$ cat config.mk
export PLATFORM = sky130hd
export DESIGN_NAME = erx_distributor
export DESIGN_NICKNAME = d
export VERILOG_FILES = /design/src/rtl/erx_distributor.sv
export SDC_FILE = /design/constraint.sdc
export NUM_CORES = 1
export LEC_CHECK = 0
export ABC_AREA = 1
export CAP_MARGIN = 20
export CORE_ASPECT_RATIO = 0.6
export CORE_MARGIN = 3
export CORE_UTILIZATION = 56
export DETAILED_ROUTE_END_ITERATION = 10
export GPL_TIMING_DRIVEN = 0
export PLACE_DENSITY = 0.95
export RECOVER_POWER = 25
export SETUP_SLACK_MARGIN = 0.05
export SYNTH_ARGS = -nofsm -noshare
export SYNTH_HDL_FRONTEND = slang
export SYNTH_SLANG_ARGS = --single-unit
$ cat constraint.sdc
create_clock -name rx_lclk_par -period 14.2 [get_ports rx_lclk_par]
set_input_delay 2.84 -clock rx_lclk_par [delete_from_list [all_inputs] [get_ports rx_lclk_par]]
set_output_delay 2.84 -clock rx_lclk_par [all_outputs]
set_load 0.05 [all_outputs]
$ cat src/rtl/erx_distributor.sv
// RX-side distributor: routes eMesh transactions to write, read-request
// and read-response FIFOs, with a one-entry skid buffer behind the output
// register and registered per-class waits back to the RX protocol block.
// Ports: rx_lclk_par/reset, erx_* transaction in, em*_full in,
//        em*_wr_en + shared fifo_* fields out, erx_*_wait, erx_overflow.
module erx_distributor #(
  parameter logic [11:0] C_READ_TAG_ADDR = 12'h810
) (
  input  logic        rx_lclk_par,
  input  logic        reset,
  input  logic        erx_access,
  input  logic        erx_write,
  input  logic [1:0]  erx_datamode,
  input  logic [3:0]  erx_ctrlmode,
  input  logic [31:0] erx_dstaddr,
  input  logic [31:0] erx_srcaddr,
  input  logic [31:0] erx_data,
  input  logic        emwr_full,
  input  logic        emrq_full,
  input  logic        emrr_full,
  output logic        emwr_wr_en,
  output logic        emrq_wr_en,
  output logic        emrr_wr_en,
  output logic        fifo_write,
  output logic [1:0]  fifo_datamode,
  output logic [3:0]  fifo_ctrlmode,
  output logic [31:0] fifo_dstaddr,
  output logic [31:0] fifo_srcaddr,
  output logic [31:0] fifo_data,
  output logic        erx_wr_wait,
  output logic        erx_rd_wait,
  output logic        erx_overflow
);

  typedef enum logic [1:0] {
    EMPTY = 2'd0,
    HOLD  = 2'd1,
    FULL  = 2'd2
  } state_t;

  localparam logic [1:0] CLS_WR = 2'd0;
  localparam logic [1:0] CLS_RQ = 2'd1;
  localparam logic [1:0] CLS_RR = 2'd2;

  typedef struct packed {
    logic [1:0]  cls;
    logic        write;
    logic [1:0]  datamode;
    logic [3:0]  ctrlmode;
    logic [31:0] dstaddr;
    logic [31:0] srcaddr;
    logic [31:0] data;
  } ent_t;

  state_t state_q, state_d;
  ent_t   out_q, out_d;
  ent_t   skid_q, skid_d;
  ent_t   in_ent;
  logic   ovf_q, ovf_d;
  logic   wr_wait_q, wr_wait_d;
  logic   rd_wait_q, rd_wait_d;
  logic   out_valid;
  logic   pop;

  // Class is decided once at capture and travels with the entry.
  always_comb begin
    in_ent          = '0;
    in_ent.write    = erx_write;
    in_ent.datamode = erx_datamode;
    in_ent.ctrlmode = erx_ctrlmode;
    in_ent.dstaddr  = erx_dstaddr;
    in_ent.srcaddr  = erx_srcaddr;
    in_ent.data     = erx_data;
    if (!erx_write)
      in_ent.cls = CLS_RQ;
    else if (erx_dstaddr[31:20] == C_READ_TAG_ADDR)
      in_ent.cls = CLS_RR;
    else
      in_ent.cls = CLS_WR;
  end

  assign out_valid = (state_q != EMPTY);

  assign emwr_wr_en = out_valid & (out_q.cls == CLS_WR) & ~emwr_full;
  assign emrq_wr_en = out_valid & (out_q.cls == CLS_RQ) & ~emrq_full;
  assign emrr_wr_en = out_valid & (out_q.cls == CLS_RR) & ~emrr_full;
  assign pop = emwr_wr_en | emrq_wr_en | emrr_wr_en;

  always_comb begin
    state_d = state_q;
    out_d   = out_q;
    skid_d  = skid_q;
    ovf_d   = ovf_q;
    unique case (state_q)
      EMPTY: begin
        if (erx_access) begin
          out_d   = in_ent;
          state_d = HOLD;
        end
      end
      HOLD: begin
        if (pop) begin
          if (erx_access) out_d = in_ent;
          else state_d = EMPTY;
        end else if (erx_access) begin
          skid_d  = in_ent;
          state_d = FULL;
        end
      end
      FULL: begin
        // Skid drains first; a same-cycle access refills it so order holds.
        if (pop) begin
          out_d = skid_q;
          if (erx_access) skid_d = in_ent;
          else state_d = HOLD;
        end else if (erx_access) begin
          ovf_d = 1'b1;
        end
      end
      default: state_d = EMPTY;
    endcase
  end

  assign wr_wait_d = emwr_full | emrr_full | (state_d == FULL);
  assign rd_wait_d = emrq_full | (state_d == FULL);

  always_ff @(posedge rx_lclk_par or posedge reset) begin
    if (reset) begin
      state_q   <= EMPTY;
      out_q     <= '0;
      skid_q    <= '0;
      ovf_q     <= 1'b0;
      wr_wait_q <= 1'b0;
      rd_wait_q <= 1'b0;
    end else begin
      state_q   <= state_d;
      out_q     <= out_d;
      skid_q    <= skid_d;
      ovf_q     <= ovf_d;
      wr_wait_q <= wr_wait_d;
      rd_wait_q <= rd_wait_d;
    end
  end

  assign fifo_write    = out_q.write;
  assign fifo_datamode = out_q.datamode;
  assign fifo_ctrlmode = out_q.ctrlmode;
  assign fifo_dstaddr  = out_q.dstaddr;
  assign fifo_srcaddr  = out_q.srcaddr;
  assign fifo_data     = out_q.data;
  assign erx_wr_wait   = wr_wait_q;
  assign erx_rd_wait   = rd_wait_q;
  assign erx_overflow  = ovf_q;

endmodule

# [Word-level counts from Yosys, hierarchy flattened]
# Cells that the tools add are included.
[word_totals] regBits=215 output_inout_bits=109 elab_cells=67
[op_classes] eq_ne=9 muxes=17 bitwise_logic=15 n_reduce_logical=8
[op_table] op="105-bit 2-to-1 mux" count=6
[op_table] op="105-bit one-hot mux with 3 select lines" count=1
[op_table] op="105-bit one-hot mux with 2 select lines" count=1
[op_table] op="2-bit 2-to-1 mux" count=8
[op_table] op="12-bit == test (second input constant)" count=1
[op_table] op="3-bit AND reduction" count=3
[op_table] op="1-bit AND" count=6
[op_table] op="2-bit == test (second input constant)" count=3
[op_table] op="2-bit != test (second input constant)" count=3
[op_table] op="2-bit one-hot mux with 3 select lines" count=1
[op_table] op="1-bit bitwise OR" count=5
[op_table] op="2-bit by 1-bit == test with 1-bit output (second input constant)" count=2
[op_table] op="2-bit zero test" count=2
[op_table] op="1-bit NOT" count=4
[op_table] op="2-bit nonzero test" count=2
[op_table] op="3-bit nonzero test" count=1

# [Logic depth before layout (Yosys ltp)]
[logic_depth] depth_word=9 ltp_mapped=12

# [Worst setup path before layout]
# No wires, ideal clock.
[synth_path] path_kind="input-to-output" from="in emwr_full" to="out emwr_wr_en" t_arrival_ns=3.367 required_time_ns=11.360 path_slack_ns=7.993 stages=3 n_path_buf=0 cell_sequence="nor2_1 -> nand3_1 -> inv_1"
[synth_between] elab_chain_cells=2
[synth_rtl] item="start: declaration" line="18" source="input logic emwr_full,"
[synth_rtl] item="1-bit NOT" line="84" source="assign emwr_wr_en = out_valid & (out_q.cls == CLS_WR) & ~emwr_full;"
[synth_rtl] item="1-bit AND" line="84"
[synth_rtl] item="end: declaration" line="21" source="output logic emwr_wr_en,"
# Every way passes these cells.

# [Final worst setup path]
[layout_path] from="in emrr_full" to="out emrr_wr_en"
[layout_between] elab_chain_cells=2
[layout_rtl] item="start: declaration" line="20" source="input logic emrr_full,"
[layout_rtl] item="1-bit NOT" line="86" source="assign emrr_wr_en = out_valid & (out_q.cls == CLS_RR) & ~emrr_full;"
[layout_rtl] item="1-bit AND" line="86"
[layout_rtl] item="end: declaration" line="23" source="output logic emrr_wr_en,"
# Every way passes these cells.

==> summary.txt <==
Gr usage total -> 30.0%
Post-Syn Area per Cell -> 7.57 µm²
Met1 usage -> 43.6%
Row cnt -> 38
Outcome -> finished with violations
Post-layout util -> 75.1%
Met3 usage -> 6.10%
Wirelength per Cell -> 16.1 µm
Synth Area in Adders -> 0%
Critical Path Fanout Max -> 3
Port bufs -> 216
TNS Setup -> 0 ns
Global-route met2 utilization -> 46.5%
Detailed Route Iter0 Violations -> 1,091
CP bufs+invs -> 4
Pwr Total -> 1.20 mW
Compound-cell area share of the yosys netlist -> 0.657%
Ys Warns -> 0
Most frequent CP cell -> nand2_1
First-pass GRT wire length -> 50,500 µm
Share of post-route cells with drive strength above 1 -> 11.6%
Die width -> 184 µm
Final instance area -> 13,800 µm²
Pwr per Cell Area -> 86.7 nW/µm²
DP Area -> 13,200 µm²
Hpwl dp -> 21,900 µm
Simple-Gate Fraction of Synth Area -> 36.9%
TritonCTS buffer count -> 21
XOR/XNOR share of the synthesized area -> 0%
RSZ-0062 raised after global routing -> false
Most Crowded Layer GR -> met2
Die H -> 113 µm
Post-Synthesis Cells -> 1,408
Commonest non-fill, non-tap cell in the layout -> nand2_1
Final GP Congestion -> 0.864
Failing checks -> capacitance limit, slew limit
Wirelength, routed -> 30,700 µm
# IOs -> 218
Final Hold Fails -> 0
Post-CTS setup buffers -> 0
Setup crit end kind -> primary output
Final setup fails -> 0
Core region area -> 18,400 µm²
TritonCTS clock tree -> yes
Max Clock Freq -> 134 MHz
# nets final -> 1,757
Top delay family on crit path -> buffers and inverters
Clock root cell -> clkbuf_16
DR DRC count -> 0
Vias/cell -> 5.37
Initial core utilization -> 58.1%
Register bit count reported by yosys -> 215
CP peak stage delay -> 0.83 ns
Post-route ant nets -> 0
Clock slew at reported path FFs -> 0.06 ns
Mapped cell area -> 10,700 µm²
Fin crit share -> 52.4%
Synth cell types -> 20
Worst Path Arrival -> 4.60 ns
Slew margin rel. -> -211%
Drt pass-1 iters -> 5
Crit path launch type -> input pin
Dpl cells -> 1,865
Post-route insts no fill -> 1,900
Net count of the mapped netlist -> 1,517
Max Root-Sink Buffers -> 3
H-tree lvl count -> 1
Clk_lat worst skew -> 0.49 ns
Hold_buf cts -> 0
Gr ovfl total -> 0
Post-synthesis sequential area ratio -> 50.5%
CP cell instances -> dlygate4sd3_1 -> inv_1 -> nand2_1 -> nor2_1 -> nand2_1 -> inv_2 -> clkdlybuf4s50_1
Area Overhead vs Synth -> 29.3%
Crit path required time -> 11.36 ns
Max-Cap Viols -> 1
Hold WC Path Type -> reg -> reg
Peak VDD IR -> 0.0714 mV
DR vias -> 10,197
Critical path's slowest cell -> clkdlybuf4s50_1
Worst Skew -> 0.00852 ns
Leak pwr -> 7.07 nW
Crit Path Category -> in -> out
Initial antenna violation count -> 1
Most frequent cells in the layout -> 734 x nand2_1, 215 x nand3_1, 215 x dfrtp_1
Multiplexer share of the synthesized area -> 0%
Overall die area -> 20,800 µm²
Crit path time final -> 7.44 ns
Clock sinks -> 215
Post_cts resized -> 0
Slew of the pin with the lowest slew margin -> 4.64 ns
Largest net degree at the start of global routing -> 112
Vias in the first global route -> 9,969
Final max-slew violation count -> 105
Largest family of logic cells by synthesized area -> simple AND/OR/NAND/NOR gates
kinds of logic after synthesis:
logic type,count (synthesis)
AO/OA/AOI/OAI,12
buffers and inverters,209
flip-flops,215
AND/OR/NAND/NOR,972
cell usage after synthesis:
| master | n | area [µm²] |
|---|---|---|
| nor2b_1 | 1 | 6.26 |
| o21ai_0 | 9 | 45.0 |
| nand3_1 | 215 | 1080 |
| buf_2 | 34 | 170 |
| buf_6 | 5 | 56.3 |
| o21ai_2 | 2 | 17.5 |
| nand2_1 | 734 | 2760 |
| a21o_1 | 1 | 7.51 |
| inv_2 | 4 | 15.0 |
| dfrtp_1 | 215 | 5380 |
| nor3_1 | 1 | 5.00 |
| or2_2 | 1 | 6.26 |
| nor2_1 | 14 | 52.6 |
| buf_1 | 3 | 11.3 |
| buf_4 | 109 | 818 |
| nand4_1 | 2 | 12.5 |
| nor2_2 | 1 | 6.26 |
| nand2_2 | 3 | 18.8 |
| inv_1 | 13 | 48.8 |
| clkbuf_1 | 41 | 154 |
final cells by class:
| type | instances | area (µm²) |
|---|---|---|
| fill | 1310 | 4570 |
| clock inverter | 5 | 25.0 |
| tap | 240 | 300 |
| clock buffer | 29 | 606 |
| multi-input combinational | 984 | 4010 |
| sequential | 215 | 5380 |
| antenna | 1 | 2.50 |
| timing repair buffer | 217 | 2190 |
| inverter | 17 | 65.1 |
| buffer | 192 | 1210 |
routing by layer:
| metal | up-vias | part of all wire, % | routed length (µm) |
|---|---|---|---|
| met1 | 4816 | 43 | 13200 |
| met3 | 71 | 9.7 | 2980 |
| li1 | 4778 | - | - |
| met2 | 532 | 45 | 13700 |
| met5 | - | 0 | 0 |
| met4 | 0 | 2.6 | 786 |
power by group:
group | internal [mW] | switching [mW] | total (mW)
Combinational | 0.0285 | 0.0309 | 0.0593
Clock | 0.296 | 0.228 | 0.524
Sequential | 0.613 | 0.00000000000000000287 | 0.613
Total | 0.937 | 0.259 | 1.20
metrics by stage:
stage | setup slack, ns | hold slack (ns)
after floorplan | 5.48 | 0.442
after global placement | 2.79 | 0.443
after detailed placement | 6.89 | 0.444
after CTS | 6.89 | 0.457
after global routing | 6.70 | 0.465
final | 6.76 | 0.454
state kept, by name (all words and copies together) (netlist names):
signal         flops
erx_overflow       1
erx_rd_wait        1
erx_wr_wait        1
fifo_ctrlmode      4
fifo_data         32
fifo_datamode      2
fifo_dstaddr      32
fifo_srcaddr      32
fifo_write         1
out_q              2
skid_q           105
state_q            2
worst paths after layout:
kind	startpoint	endpoint	slack, ns	depth (start not counted)
worst min register to register	erx_overflow$_DFFE_PP0P_	erx_overflow$_DFFE_PP0P_	0.45	1
worst max-delay path	emrr_full	emrr_wr_en	6.76	7
worst min-delay path	erx_overflow$_DFFE_PP0P_	erx_overflow$_DFFE_PP0P_	0.45	1
max in group asynchronous	reset	fifo_dstaddr[1]$_DFFE_PP0P_	7.90	2
min in group asynchronous	reset	fifo_srcaddr[4]$_DFFE_PP0P_	4.23	2
worst max register to register	state_q[1]$_DFF_PP0_	fifo_data[10]$_DFFE_PP0P_	11.97	11
Note: power is estimated with default switching activity, not from simulation.
